### config.mk
export PLATFORM = sky130hd
export DESIGN_NAME = lcd_rgb_rx
export DESIGN_NICKNAME = d
export VERILOG_FILES = /design/src/rtl/lcd_rx_pkg.sv /design/src/rtl/lcd_rx_meas.sv /design/src/rtl/lcd_rgb_rx.sv
export SDC_FILE = /design/constraint.sdc
export NUM_CORES = 1
export LEC_CHECK = 0
export ABC_AREA = 1
export CAP_MARGIN = 20
export CORE_UTILIZATION = 45
export DETAILED_ROUTE_END_ITERATION = 7
export GPL_ROUTABILITY_DRIVEN = 0
export PLACE_DENSITY = 0.66
export SLEW_MARGIN = 20
export SYNTH_ARGS = -nofsm -noshare
export SYNTH_HDL_FRONTEND = slang
export SYNTH_SLANG_ARGS = --single-unit
### constraint.sdc
create_clock -name sys_clk -period 1.75 [get_ports sys_clk]
set_clock_uncertainty 0.1 [all_clocks]
set_input_delay 0.525 -clock sys_clk [delete_from_list [all_inputs] [get_ports sys_clk]]
set_output_delay 0.525 -clock sys_clk [all_outputs]
set_load 0.01 [all_outputs]
### src/rtl/lcd_rx_pkg.sv
`default_nettype none
// ----------------------------------------------------------------------------
// lcd_rx_pkg : shared state enum, coordinate width and pixel type     rev 1.0
// ----------------------------------------------------------------------------
package lcd_rx_pkg;

  localparam int COORD_W = 11;

  typedef logic [COORD_W-1:0] coord_t;

  typedef enum logic [1:0] {
    IDLE = 2'd0,
    MEAS = 2'd1,
    LOCK = 2'd2
  } rx_state_e;

  typedef struct packed {
    logic [4:0] r;
    logic [5:0] g;
    logic [4:0] b;
  } rgb565_t;

  function automatic coord_t sat_inc(input coord_t v, input coord_t max_v);
    return (v >= max_v) ? max_v : coord_t'(v + 1'b1);
  endfunction

endpackage
`default_nettype wire

### src/rtl/lcd_rx_meas.sv
`default_nettype none
// ----------------------------------------------------------------------------
// lcd_rx_meas : pixel coordinates, line/frame geometry and format compare
// Compare logic built only with LCD_RX_FMT_CHK_EN defined.           rev 1.0
// ----------------------------------------------------------------------------
module lcd_rx_meas
  import lcd_rx_pkg::*;
#(
  parameter int MAX_COORD = 2047
) (
  input  logic               clk,
  input  logic               rst_n,
  input  logic               de,
  input  logic               de_fall,
  input  logic               vs_start,
  input  logic               latch_en,
  output logic [COORD_W-1:0] cur_x,
  output logic [COORD_W-1:0] cur_y,
  output logic [COORD_W-1:0] h_disp,
  output logic [COORD_W-1:0] v_disp,
  output logic               close_ok
);

  localparam logic [COORD_W-1:0] MAXC = COORD_W'(MAX_COORD);

  logic [COORD_W-1:0] x_q, x_d, y_q, y_d, ref_w_q, ref_w_d;
  logic [COORD_W-1:0] h_q, h_d, v_q, v_d;
  logic               first_q, first_d;
  logic [COORD_W-1:0] line_len, w_now, y_now;

  // A de_fall coincident with vs_start still belongs to the closing frame.
  always_comb begin
    line_len = sat_inc(x_q, MAXC);
    y_now    = de_fall ? sat_inc(y_q, MAXC) : y_q;
    w_now    = (de_fall && first_q) ? line_len : ref_w_q;
    x_d      = (vs_start || de_fall) ? '0 : (de ? sat_inc(x_q, MAXC) : x_q);
    if (vs_start) begin
      y_d     = '0;
      ref_w_d = '0;
      first_d = 1'b1;
    end else begin
      y_d     = y_now;
      ref_w_d = w_now;
      first_d = first_q && !de_fall;
    end
    h_d = h_q;
    v_d = v_q;
    if (vs_start && latch_en) begin
      h_d = w_now;
      v_d = y_now;
    end
  end

  always_ff @(posedge clk) begin
    if (!rst_n) begin
      x_q     <= '0;
      y_q     <= '0;
      ref_w_q <= '0;
      first_q <= 1'b1;
      h_q     <= '0;
      v_q     <= '0;
    end else begin
      x_q     <= x_d;
      y_q     <= y_d;
      ref_w_q <= ref_w_d;
      first_q <= first_d;
      h_q     <= h_d;
      v_q     <= v_d;
    end
  end

`ifdef LCD_RX_FMT_CHK_EN
  logic mis_q, mis_d, ok_q, ok_d, mis_now, clean;

  // ok_q: the previous measured frame was clean, so it is a valid reference.
  always_comb begin
    mis_now  = mis_q || (de_fall && !first_q && (line_len != ref_w_q));
    clean    = !mis_now && (y_now != '0);
    mis_d    = vs_start ? 1'b0 : mis_now;
    ok_d     = (vs_start && latch_en) ? clean : ok_q;
    close_ok = clean && ok_q && (w_now == h_q) && (y_now == v_q);
  end

  always_ff @(posedge clk) begin
    if (!rst_n) begin
      mis_q <= 1'b0;
      ok_q  <= 1'b0;
    end else begin
      mis_q <= mis_d;
      ok_q  <= ok_d;
    end
  end
`else
  assign close_ok = 1'b1;
`endif

  assign cur_x  = x_q;
  assign cur_y  = y_q;
  assign h_disp = h_q;
  assign v_disp = v_q;

endmodule
`default_nettype wire

### src/rtl/lcd_rgb_rx.sv
`default_nettype none
// ----------------------------------------------------------------------------
// lcd_rgb_rx : DE-mode RGB565 receiver with geometry lock and format check
// Optional compare/relock feature: LCD_RX_FMT_CHK_EN.                 rev 1.0
// ----------------------------------------------------------------------------
module lcd_rgb_rx
  import lcd_rx_pkg::*;
#(
  parameter logic VS_ACT    = 1'b0,
  parameter int   MAX_COORD = 2047
) (
  input  logic               sys_clk,
  input  logic               sys_rst_n,
  input  logic               vid_vs,
  input  logic               vid_hs,
  input  logic               vid_de,
  input  logic [15:0]        vid_rgb,
  output logic [15:0]        pix_data,
  output logic               pix_valid,
  output logic               pix_sof,
  output logic               pix_eol,
  output logic [COORD_W-1:0] pixel_xpos,
  output logic [COORD_W-1:0] pixel_ypos,
  output logic [COORD_W-1:0] h_disp,
  output logic [COORD_W-1:0] v_disp,
  output logic               frame_locked,
  output logic               fmt_err
);

  logic    s1_vs_q, s2_vs_q, s1_de_q, s2_de_q;
  rgb565_t s1_rgb_q, s2_rgb_q;
  logic    vs_start, de_fall, emit, close_ok;

  rgb565_t            data_q, data_d;
  logic               valid_q, valid_d, sof_q, sof_d, eol_q, eol_d;
  logic               sof_pend_q, sof_pend_d;
  logic [COORD_W-1:0] xpos_q, xpos_d, ypos_q, ypos_d, cur_x, cur_y;

  rx_state_e state_q;
  logic      locked_q, err_q;

  // HS carries no timing in DE mode.
  logic unused_hs;
  assign unused_hs = vid_hs;

  assign vs_start = (s1_vs_q == VS_ACT) && (s2_vs_q != VS_ACT);
  assign de_fall  = s2_de_q && !s1_de_q;
  assign emit     = (state_q != IDLE) && s2_de_q;

  lcd_rx_meas #(.MAX_COORD(MAX_COORD)) u_meas (
    .clk      (sys_clk),
    .rst_n    (sys_rst_n),
    .de       (s2_de_q),
    .de_fall  (de_fall),
    .vs_start (vs_start),
    .latch_en (state_q != IDLE),
    .cur_x    (cur_x),
    .cur_y    (cur_y),
    .h_disp   (h_disp),
    .v_disp   (v_disp),
    .close_ok (close_ok)
  );

  // Output stage works on the s2 pixel so s1 already shows whether DE ends.
  always_comb begin
    valid_d    = emit;
    sof_d      = emit && sof_pend_q;
    eol_d      = emit && de_fall;
    data_d     = emit ? s2_rgb_q : data_q;
    xpos_d     = emit ? cur_x : xpos_q;
    ypos_d     = emit ? cur_y : ypos_q;
    sof_pend_d = vs_start ? 1'b1 : (s2_de_q ? 1'b0 : sof_pend_q);
  end

  always_ff @(posedge sys_clk) begin
    if (!sys_rst_n) begin
      s1_vs_q    <= VS_ACT;
      s2_vs_q    <= VS_ACT;
      s1_de_q    <= 1'b0;
      s2_de_q    <= 1'b0;
      s1_rgb_q   <= '0;
      s2_rgb_q   <= '0;
      data_q     <= '0;
      valid_q    <= 1'b0;
      sof_q      <= 1'b0;
      eol_q      <= 1'b0;
      xpos_q     <= '0;
      ypos_q     <= '0;
      sof_pend_q <= 1'b0;
    end else begin
      s1_vs_q    <= vid_vs;
      s2_vs_q    <= s1_vs_q;
      s1_de_q    <= vid_de;
      s2_de_q    <= s1_de_q;
      s1_rgb_q   <= rgb565_t'(vid_rgb);
      s2_rgb_q   <= s1_rgb_q;
      data_q     <= data_d;
      valid_q    <= valid_d;
      sof_q      <= sof_d;
      eol_q      <= eol_d;
      xpos_q     <= xpos_d;
      ypos_q     <= ypos_d;
      sof_pend_q <= sof_pend_d;
    end
  end

  always_ff @(posedge sys_clk) begin
    if (!sys_rst_n) begin
      state_q  <= IDLE;
      locked_q <= 1'b0;
      err_q    <= 1'b0;
    end else begin
      err_q <= 1'b0;
      case (state_q)
        IDLE: if (vs_start) state_q <= MEAS;
        MEAS: if (vs_start && close_ok) begin
          state_q  <= LOCK;
          locked_q <= 1'b1;
        end
        LOCK: if (vs_start && !close_ok) begin
          state_q  <= MEAS;
          locked_q <= 1'b0;
          err_q    <= 1'b1;
        end
        default: begin
          state_q  <= IDLE;
          locked_q <= 1'b0;
        end
      endcase
    end
  end

  assign pix_data     = data_q;
  assign pix_valid    = valid_q;
  assign pix_sof      = sof_q;
  assign pix_eol      = eol_q;
  assign pixel_xpos   = xpos_q;
  assign pixel_ypos   = ypos_q;
  assign frame_locked = locked_q;
  assign fmt_err      = err_q;

endmodule
`default_nettype wire

==> results.txt <==
- CTS placed an instance of sky130_fd_sc_hd__clkbuf_16 at the clock tree root.
* Proportion of synthesized area in mux cells: 0%
* Class of the most critical setup path: flip-flop to output port
- Max-cap violations in this run came to 0.
- Number of synthesized flops with an enable pin: 0
- Global-route wire length before repair: 18500 µm
* Synth Area in Simple Gates: 21.7%
* Io pins: 86
* Final setup fails: 0
- Avg WL per Cell: 12.6 µm
* Power share of the clock group: 50.8%
* Distinct cell type count after synthesis: 32
* Floorplan core area: 0.0110 mm²
- Power per cell area: 1080 mW/mm²
* Num rows: 38
* Maximum buffer depth of the clock tree: 2
- Startpoint types: flip-flop
- Compared with the post-synthesis result, the final layout area differs by 29.8%.
* Setup TNS: 0 ns
- In this run, flip-flops and latches consume 45.1% of the power.
- HPWL Detailed: approximately 7300 µm
- Pre-CTS setup slack: 0.0719 ns
* Number of instances in the synthesized netlist: 653
- Synthesized-area fraction occupied by xor and xnor cells: under 10%
- The die is 109 µm wide.
- Initial antenna violation count: 0
- Hold repair after CTS inserted 0 buffers.
* Worst-Skew Late Latency: 0.41 ns
- After clock tree synthesis, the clock-pin slew on the worst setup and hold paths is 0.06 ns.
- Area of combinational cells with multiple inputs: around 0.0019 mm²
- The count of buffers added on input and output ports is 83.
* Seq/Total Area, Yosys: ~53%
- The library cell used most frequently in the layout, excluding fill and tap cells, is sky130_fd_sc_hd__dfxtp_1.
- Register cell area after layout: 0.00275 mm²
- The number of clock buffers added by TritonCTS is 17.
- Highest clock rate: 599 MHz
* Congestion Overflow GR: 0
- Crit-path cells: dlygate4sd2_1
- Cell type group with the largest total delay on the critical path: flip-flops
- Number of nets in the layout: 761
- The layout has a little over 1000 filler cells.
* Worst path bufs/invs: 1
* Number of vias in the routed layout: about 4300
- Cell internal pwr: 0.00567 W
- The die covers around 0.012 mm².
* Pin count of the biggest net entering global routing: 88
* Most frequent cells in the layout: sky130_fd_sc_hd__dfxtp_1 (135), sky130_fd_sc_hd__nand2_1 (107), sky130_fd_sc_hd__nor2_1 (93)
- For the worst setup path, the data required time is 1.12 ns.
- Cells with a size suffix above 1 make up 10.9% of the layout.
- Clock tree from TritonCTS: built
- Setup repair after global routing left no endpoint under its margin.
- In this run the worst hold path is classified as flip-flop to flip-flop.
* Die span in y: around 110 µm
* Result of the run: finished clean
* Number of flip-flops and latches in the synthesized netlist: approximately 140
- Total power for the finished layout comes to a little over 0.007 W.
- Synth warnings: 0
- Post-detailed-routing wire length: approximately 11000 µm
* Sinks on Clock Net: 137
- The H-tree was split into 4 levels.
- For this run, the leading register cell type out of synthesis is sky130_fd_sc_hd__dfxtp_1.
- Summing the areas of all fa, ha and maj instances in the mapped netlist gives less than 1% of the synthesized area.
- After routing the design area is about 0.0067 mm².
- Arrival time at the worst endpoint: 1.04 ns
- Summed over all cells, the static leakage comes to roughly 3.4 nW.
* Post-synthesis net count: 676
* Overall Global Routing Usage: a little over 20%
* Number of global-route vias before repair: between 4000 and 5000
* Slew Viols, Final: 0
* DR iter-0 viols: roughly 230
- Critical path's slowest cell: sky130_fd_sc_hd__dfxtp_1
- Part of the cycle the worst path needs: a little over nine tenths
* Max Fanout on Critical Path: 2
* Syn Std Cell Area: 0.00513 mm²
- The placed instances occupy a cell area of 0.00610 mm².
- Count of inserted antenna diode cells: 0
- In this design, the stage delay of the slowest critical-path cell is between 0.3 and 0.4 ns.
- After layout, the worst setup slack is 0.0806 ns.
- Switching fraction of total power: 20.9%
* Share of power burned in combinational logic: 4.1%
* Initial Util: 46.8%
* Antenna viol nets, final: 0
- Summing the areas of all compound-gate instances in the mapped netlist gives 12.6% of the synthesized area.
* Worst ir drop on vdd: 0.584 mV
- For this run, design rule violations remaining after detail routing come to 0.
* Endpoints failing hold: 0
- Detailed-routing iteration count for the pre-antenna-repair pass: 5
- Mean post-synth cell area: just under 8 µm²
* Dominant combinational cell family by area after synthesis: simple AND/OR/NAND/NOR gates
* Fraction of the core area covered by cells at the end of the flow: between 60% and 70%
- Subtracting the final worst setup slack from the clock period gives between 1.5 and 2 ns.
- In the routed layout, each cell is associated on average with a via count of 4.86.
* Endpoint kind of the worst setup timing path: output port
- For this design the total switching power over the nets is 0.00150 W.
- Async set-or-reset flop fraction in the synthesized netlist: 0%
## sequential cells by signal (all words and copies together) (netlist names)
signal,flops
pixel_ypos,11
s2_de_q,1
frame_locked,1
u_meas.h_disp,11
pix_data,16
u_meas.v_disp,11
s1_vs_q,1
pixel_xpos,11
s1_de_q,1
pix_valid,1
pix_eol,1
u_meas.ref_w_q,11
u_meas.first_q,1
s1_rgb_q,16
u_meas.cur_x,11
state_q,2
s2_rgb_q,16
u_meas.cur_y,11
pix_sof,1
sof_pend_q,1
s2_vs_q,1
## worst reg2reg max path, stage by stage (launching register included)
cell and delay [ns]:
sky130_fd_sc_hd__dfxtp_2 0.35, sky130_fd_sc_hd__ha_1 0.17, sky130_fd_sc_hd__nand2_1 0.11, sky130_fd_sc_hd__nor2_4 0.17
sky130_fd_sc_hd__xor2_1 0.26, sky130_fd_sc_hd__nand2_1 0.09, sky130_fd_sc_hd__nand2_1 0.10, sky130_fd_sc_hd__nand3_1 0.08
sky130_fd_sc_hd__nand2_1 0.07, sky130_fd_sc_hd__inv_1 0.03
## power groups by stage
| stage | Clock (W) | Sequential [W] | Combinational (W) |
|---|---|---|---|
| after floorplan | 0 | 0.00330 | 0.000171 |
| after global placement | 0 | 0.00330 | 0.000298 |
| after detailed placement | 0 | 0.00330 | 0.000303 |
| after CTS | 0.00371 | 0.00324 | 0.000296 |
| after global routing | 0.00388 | 0.00324 | 0.000331 |
| final | 0.00364 | 0.00324 | 0.000294 |
## layer usage
| metal | GRT usage (%) | up-vias | routed length [µm] |
|---|---|---|---|
| li1 | - | 2214 | - |
| met1 | 23.8 | 2002 | 5000 |
| met2 | 35.0 | 99 | 5490 |
| met3 | 6.10 | 15 | 536 |
| met4 | 8.78 | 0 | 163 |
| met5 | 0 | - | 0 |
## synth_stat cells, types with 6 or more instances
| master | number | area share [%] |
|---|---|---|
| sky130_fd_sc_hd__nand2_1 | 107 | 7.8 |
| sky130_fd_sc_hd__dfxtp_1 | 137 | 53 |
| sky130_fd_sc_hd__xor2_1 | 9 | 1.5 |
| sky130_fd_sc_hd__inv_1 | 90 | 6.6 |
| sky130_fd_sc_hd__o211ai_1 | 8 | 1.2 |
| sky130_fd_sc_hd__nor2_1 | 93 | 6.8 |
| sky130_fd_sc_hd__nand3_1 | 31 | 3.0 |
| sky130_fd_sc_hd__nor2_2 | 6 | 0.73 |
| sky130_fd_sc_hd__a21oi_1 | 39 | 3.8 |
| sky130_fd_sc_hd__o21ai_0 | 60 | 5.8 |
| sky130_fd_sc_hd__clkbuf_1 | 16 | 1.2 |
| sky130_fd_sc_hd__buf_2 | 8 | 0.78 |
| sky130_fd_sc_hd__inv_2 | 7 | 0.51 |
## cells by family after synthesis
group,after synthesis
simple gates,256
flops,137
buf+inv,129
compound gates,119
xor+xnor,9
fa+ha+maj,2
other cells,1
## stage by stage
stage	hold slack (ns)	std cells
2_1_floorplan	0.290	653
4_1_cts	0.312	890
6_report	0.310	891
3_3_place_gp	0.292	858
3_5_place_dp	0.298	858
5_1_grt	0.326	891
## final timing paths
check | slack, ns | from | cells past startpoint | endpoint
hold / removal | 0.31 | s1_rgb_q[15] | 2 | s2_rgb_q[15]
setup reg to reg | 0.12 | u_meas.cur_x[1] | 9 | u_meas.h_disp[4]
hold reg to reg | 0.31 | s1_rgb_q[15] | 2 | s2_rgb_q[15]
setup / recovery | 0.08 | pixel_ypos[10] | 1 | pixel_ypos[10]
## final cells by class
| type | instances | area share, % |
|---|---|---|
| Tap cell | 140 | 2.63 |
| Clock inverter | 11 | 2.14 |
| Clock buffer | 21 | 7.06 |
| Inverter | 98 | 5.60 |
| Sequential cell | 137 | 41.2 |
| Timing Repair Buffer | 97 | 13.1 |
| Multi-Input combinational cell | 387 | 28.2 |
## repair_timing
| item | CTS | global route |
|---|---|---|
| gates resized for setup | 64 | 6 |
| setup endpoints to repair | 64 | 15 |
| buffers inserted | 0 | 1 |
| gates cloned | 0 | 0 |
| pin swaps | 0 | 2 |
(Power assumes the default switching activity.)
